<file path="config.mk">
export PLATFORM = sky130hd
export DESIGN_NAME = ctrl_decode_seq
export DESIGN_NICKNAME = d
export VERILOG_FILES = /design/src/rtl/ctrl_decode_seq.sv
export SDC_FILE = /design/constraint.sdc
export NUM_CORES = 1
export LEC_CHECK = 0
export ABC_AREA = 1
export CAP_MARGIN = 10
export CORE_UTILIZATION = 38
export CTS_CLUSTER_SIZE = 16
export DETAILED_ROUTE_END_ITERATION = 10
export MAX_ROUTING_LAYER = met4
export PLACE_DENSITY = 0.87
export SYNTH_ARGS = -nofsm -noshare
export SYNTH_HDL_FRONTEND = slang
export SYNTH_SLANG_ARGS = --single-unit
</file>
<file path="constraint.sdc">
create_clock -name clk -period 1.5 [get_ports clk]
set_clock_uncertainty 0.15 [all_clocks]
set_input_delay 0.15 -clock clk [delete_from_list [all_inputs] [get_ports clk]]
set_output_delay 0.15 -clock clk [all_outputs]
set_load 0.03 [all_outputs]
</file>
<file path="src/rtl/ctrl_decode_seq.sv">
// ctrl_decode_seq: instruction decode and issue sequencer.
// Accepts one instruction word at a time and splits it into opcode, three
// register addresses and an immediate. It then holds those fields toward an
// execution unit until the unit takes them. Multi-cycle opcodes are tracked
// until the unit signals completion. The unit's status flags are captured
// when each operation retires.
module ctrl_decode_seq #(
  parameter int unsigned           ADDR_W       = 5,
  parameter int unsigned           IMM_W        = 8,
  parameter int unsigned           OPC_W        = 4,
  parameter int unsigned           INSTR_W      = 32,
  parameter logic [(1<<OPC_W)-1:0] MULTI_MASK   = '0,
  parameter logic [(1<<OPC_W)-1:0] ILLEGAL_MASK = '0,
  parameter int unsigned           FLAG_W       = 4
) (
  input  logic               clk,
  input  logic               rst_n,
  input  logic               in_valid,
  output logic               in_ready,
  input  logic [INSTR_W-1:0] instr,
  output logic [OPC_W-1:0]   opcode,
  output logic [ADDR_W-1:0]  addr1,
  output logic [ADDR_W-1:0]  addr2,
  output logic [ADDR_W-1:0]  addr3,
  output logic [IMM_W-1:0]   number,
  output logic               issue_valid,
  input  logic               eu_ready,
  input  logic               eu_done,
  input  logic [FLAG_W-1:0]  eu_flags,
  output logic [FLAG_W-1:0]  theflag,
  output logic               illegal,
  output logic               busy
);

  // The opcode sits at the top of the word and the fields pack from bit 0
  // upward. If those regions overlapped, the decode would be meaningless.
  if (INSTR_W < 3 * ADDR_W + IMM_W + OPC_W) begin : g_bad_width
    $error("ctrl_decode_seq: INSTR_W too small for the field layout");
  end

  localparam int unsigned NUM_LO = 3 * ADDR_W;

  typedef enum logic [1:0] {
    ST_IDLE,   // waiting for an instruction
    ST_ISSUE,  // fields presented to the execution unit
    ST_EXEC    // multi-cycle operation in flight
  } state_e;

  state_e              state_q;
  logic [OPC_W-1:0]    opcode_q;
  logic [ADDR_W-1:0]   addr1_q;
  logic [ADDR_W-1:0]   addr2_q;
  logic [ADDR_W-1:0]   addr3_q;
  logic [IMM_W-1:0]    number_q;
  logic                issue_valid_q;
  logic [FLAG_W-1:0]   theflag_q;
  logic                illegal_q;

  // Raw field slices of the incoming word. These only feed register inputs,
  // so no output ever depends combinationally on instr.
  logic [OPC_W-1:0]    instr_opc;
  logic [ADDR_W-1:0]   instr_a1;
  logic [ADDR_W-1:0]   instr_a2;
  logic [ADDR_W-1:0]   instr_a3;
  logic [IMM_W-1:0]    instr_num;

  assign instr_opc = instr[INSTR_W-1 -: OPC_W];
  assign instr_a1  = instr[ADDR_W-1:0];
  assign instr_a2  = instr[2*ADDR_W-1:ADDR_W];
  assign instr_a3  = instr[3*ADDR_W-1:2*ADDR_W];
  assign instr_num = instr[NUM_LO+IMM_W-1:NUM_LO];

  // The gap between the immediate and the opcode carries no information.
  // Folding the whole word marks those bits as intentionally ignored.
  logic unused_instr;
  assign unused_instr = ^instr;

  // Sequencer: accepts instructions, holds issue, and tracks multi-cycle ops.
  // NOTE: every register here is assigned with <= so all of them see the
  // pre-edge values; blocking assignments would let later lines observe
  // half-updated state and break the single-cycle handoffs.
  always_ff @(posedge clk) begin
    if (!rst_n) begin
      state_q       <= ST_IDLE;
      opcode_q      <= '0;
      addr1_q       <= '0;
      addr2_q       <= '0;
      addr3_q       <= '0;
      number_q      <= '0;
      issue_valid_q <= 1'b0;
      theflag_q     <= '0;
      illegal_q     <= 1'b0;
    end else begin
      // illegal is a one-cycle pulse; it is cleared unless re-raised below.
      illegal_q <= 1'b0;
      unique case (state_q)
        ST_IDLE: begin
          // in_ready is high throughout IDLE outside reset, so in_valid alone
          // means an accept here.
          if (in_valid) begin
            if (ILLEGAL_MASK[instr_opc]) begin
              // Reject: flag it, leave the previous fields untouched.
              illegal_q <= 1'b1;
            end else begin
              opcode_q      <= instr_opc;
              addr1_q       <= instr_a1;
              addr2_q       <= instr_a2;
              addr3_q       <= instr_a3;
              number_q      <= instr_num;
              issue_valid_q <= 1'b1;
              state_q       <= ST_ISSUE;
            end
          end
        end
        ST_ISSUE: begin
          // eu_done is not looked at here. A completion pulse coinciding with
          // the handoff belongs to nothing in flight and is dropped.
          if (eu_ready) begin
            issue_valid_q <= 1'b0;
            if (MULTI_MASK[opcode_q]) begin
              state_q <= ST_EXEC;
            end else begin
              theflag_q <= eu_flags;
              state_q   <= ST_IDLE;
            end
          end
        end
        ST_EXEC: begin
          if (eu_done) begin
            theflag_q <= eu_flags;
            state_q   <= ST_IDLE;
          end
        end
        default: begin
          state_q       <= ST_IDLE;
          issue_valid_q <= 1'b0;
        end
      endcase
    end
  end

  // Ready only in IDLE and forced low while reset is held. This lets an
  // instruction be taken on the very first cycle after release.
  assign in_ready    = rst_n && (state_q == ST_IDLE);
  assign busy        = (state_q != ST_IDLE);

  assign opcode      = opcode_q;
  assign addr1       = addr1_q;
  assign addr2       = addr2_q;
  assign addr3       = addr3_q;
  assign number      = number_q;
  assign issue_valid = issue_valid_q;
  assign theflag     = theflag_q;
  assign illegal     = illegal_q;

endmodule

</file>
Yosys cells after proc, flatten, opt, wreduce, memory -nomap -nowiden
Memories as Yosys holds them, arrays and structs flattened. A register that Yosys moved wholly into a read port is not among the register bits.
Index checks and enable logic that the tools add are counted.

word-level totals
  output and inout port bits = 35
  input bits = 41
  word-level logic and storage cells = 50
  memories kept = 2
  bits in read-only memories = 32
  flip-flop bits (word level) = 35

operators by class
  reduce and logical (&&, ||, !) cells = 9
  multiplexer cells = 19
  order comparisons = 2
  equality and inequality tests = 7
  bitwise gates (word level) = 2

memory list
  memory           depth  width  rd ports  clocked after memory_dff  write ports  line  text
  (no name shown)  16     1      1         1                         0            120   if (MULTI_MASK[opcode_q]) begin
  (no name shown)  16     1      1         0                         0            101   if (ILLEGAL_MASK[instr_opc]) begin

operator list
  kind                number
  $mux 4              5
  $reduce_and 4->1    3
  $lt 4x5->1 const B  2
  $mux 2              5
  $ne 2x2->1 const B  5
  $pmux 4 s2          1
  $mux 1              6
  $pmux 2 s3          1
  $reduce_and 3->1    2
  $reduce_bool 2->1   2
  $pmux 1 s3          1
  $eq 2x1->1 const B  1
  $eq 2x2->1 const B  1
  $logic_not 2->1     1
  $not 1->1           2
  $logic_and 1x1->1   1

Depth between registers and ports, before layout
  depth after elaboration = 6
  mapped depth = 6
  mapped depth without buffers = 4

Worst setup path before layout
Ideal clock, no wire load.

  path kind = register -> output
  from = reg issue_valid (netlist name)
  to = out in_ready
  stages on the path, launching flop included = 3
  data required time = 1200 ps
  arrival = 1050 ps
  path buffers = 1
  setup slack = 150 ps
  path through = dfxtp_1 > buf_4 > nor2_1

RTL lines
  item              line  text
  end: declaration  19    output logic in_ready,

==> out/qor.yml <==
clock_tree:
  clk_pin_slew_worst_paths_ps: 90
  cts.htree.levels: 2
  post_cts_hold_buffer_count: 0
  cts_made_buffers: 5
  cts_post_setup_buffers_inserted: 0
  clock_tree.root_cell: "sky130_fd_sc_hd__clkbuf_4"
  ctsLongestPathBuffers: 2
  cts_sinks: 32
  insertion_delay_ps: 330
  tritoncts: "yes"
timing:
  layout_min_cycle_time_ps: 1390
  timing.fmax_mhz: 718
  final-max-slew-violation-count: 0
  report.final.hold_viol_count: 0
  fin_crit_sh: 0.928
  setup_total_negative_slack_ps: 0
  setup-violations-final: 0
  unrepaired_setup_endpoints_after_global_routing: "false"
synth:
  synth.largest_area_cell: "sky130_fd_sc_hd__dfxtp_1"
  synth_enable_flop_cells: 0
  syn_area_sq_um: 1390
  ys_ff_latch: 32
  yosysWarnings: 0
  synth_top_area_share: 0.460
  ys_types: 13
  synth.yosys.seq_area_share: 0.460
  postSynth.topFlopCell: "sky130_fd_sc_hd__dfxtp_1"
  synth_top_cells_by_area: "sky130_fd_sc_hd__dfxtp_1, sky130_fd_sc_hd__nor2_1, sky130_fd_sc_hd__nand3_1, sky130_fd_sc_hd__nand2_1, sky130_fd_sc_hd__inv_1"
  synthMostInstantiatedCell: "sky130_fd_sc_hd__nor2_1"
  synthesis.instances: 201
  post_synthesis_net_count: 242
  yosys-top-cells-count: "sky130_fd_sc_hd__nor2_1, sky130_fd_sc_hd__nand2_1, sky130_fd_sc_hd__dfxtp_1, sky130_fd_sc_hd__nand3_1, sky130_fd_sc_hd__inv_1"
  async_reset_ff_frac: 0
  synth.avg_cell_area_sq_um: 6.92
global_routing:
  grt_overflow: 0
  largest_net_degree_at_the_start_of_global_routing: 29
  grt_antenna_before_repair: 0
  grt_pass1_vias: 1297
  grt_pass1_wl_microns: 5630
  global_route.usage.total: 0.189
setup_path:
  timing.critical_path.fanout_max: 3
  crit_required_ps: 1200
  endpoint_kind: "output port"
  setup.worst_path.start_class: "register"
  crit_path_start: "issue_valid$_SDFFE_PN0P_"
  timing.critical_path.arrival_ps: 1090
  path_class: "reg -> out"
  startpoint_of_the_worst_register_to_register_path: "issue_valid$_SDFFE_PN0P_"
floorplan:
  start_util: 0.407
  io_pins: 76
  rows: 21
  fp.dieW_microns: 62.5
  floorplan.die_area_sq_um: 3910
  floorplan.core_area_sq_um: 3420
  die_height_microns: 62.5
power_and_ir_drop:
  power.ir.vdd_worst_v: 0.000527
  leakagePower_nw: 1.14
  power_per_cell_area_nw_per_um2: 956
  total_power_mw: 2.04
layout:
  area_growth_pct: 53.4
  layout.nets: 312
  drive_gt1_frac: 0.0775
  nFillCells: 329
  diodes: 0
run:
  maxCapViolCount: 0
worst_hold_path:
  min-delay-start: "eu_flags[3]"
  hold_class: "in -> reg"
routing:
  route.detailed.wl_per_inst_microns: 10.2
  drt_first_iter_violations: 55
  routed_wirelength_microns: 3240
  detail-route-antenna-nets: 0
  drt_pass1_iterations: 4
  drc: 0
  avgViaCountPerCell: 4.38
  via_count: 1390
place:
  io_buffers: 68
  detailedPlacementHpwl_microns: 2410
  gp_congestion: 0.698
outcome:
  run_status: "completed"
==> registers in the layout (all words and copies together) (netlist names) <==
| signal | cells |
|---|---|
| addr1 | 5 |
| addr2 | 5 |
| addr3 | 5 |
| issue_valid | 1 |
| number | 8 |
| opcode | 4 |
| theflag | 4 |
==> report_power, final <==
part           leakage, nW  switching, mW  internal (mW)
clock network       0.0374          0.273          0.266
registers            0.265         0.0298          0.916
logic                0.842          0.322          0.236
total                 1.14          0.624           1.42
==> logic make-up after synthesis <==
kind of cell	count (synthesis)	synth area share
compound gates	5	0.0180
flops	32	0.460
other cells	1	0.00270
buf+inv	43	0.156
simple gates	120	0.363
==> worst paths after layout <==
kind / endpoint / slack [ps] / cells after the start
setup reg to reg: addr1[3]$_SDFFE_PN0P_ / 320 / 5
hold reg to reg: theflag[0]$_SDFFE_PN0P_ / 320 / 2
setup / recovery: in_ready / 110 / 3
hold / removal: theflag[3]$_SDFFE_PN0P_ / 240 / 3
==> metal layers <==
| layer | up-vias | global-route usage | part of all wire |
|---|---|---|---|
| li1 | 737 | - | - |
| met4 | 0 | 0.0610 | 0.013 |
| met5 | - | - | 0 |
| met3 | 5 | 0.0566 | 0.047 |
| met2 | 42 | 0.336 | 0.52 |
| met1 | 606 | 0.198 | 0.42 |
==> cell type report <==
cell class              count  area, sq um  share of cell area
well taps                  46         57.6              0.0270
multi-input cells         126          534               0.250
inverters                  30          118              0.0551
repair buffers             76          719               0.337
flip-flops and latches     32          641               0.300
clock buffers               7         65.1              0.0305
==> critical path, cell delays in order, from the launching register on <==
cell and delay (ps):
sky130_fd_sc_hd__dfxtp_1 320, sky130_fd_sc_hd__buf_4 150, sky130_fd_sc_hd__nor2_1 120, sky130_fd_sc_hd__buf_4 170
==> cell usage in the layout, fill, tap and decap left out, drive strengths merged <==
cell	count
nor2	56
clkdlybuf4s50	34
nand2	33
dfxtp	32
nand3	31
dlygate4sd2	31
inv	30
buf	11
clkbuf	7
a21oi	5
conb	1
==> repair_timing <==
action                                  CTS  global route
endpoints found under the hold margin     0             0
gates resized for setup                  31             0
endpoints found under the setup margin   31             0
==> per-stage QoR <==
stage,cells,hold WS (ps),cell area [sq um],worst slack [ps],utilization
2_1_floorplan,201,152,1390,150,-
3_3_place_gp,310,299,2110,94.4,0.617
3_5_place_dp,310,307,2110,63.5,0.617
4_1_cts,317,221,2130,88.0,0.625
5_1_grt,317,244,2130,47.4,0.625
6_report,317,236,2130,108,0.625
No activity file was read; power rests on OpenSTA's default activity.
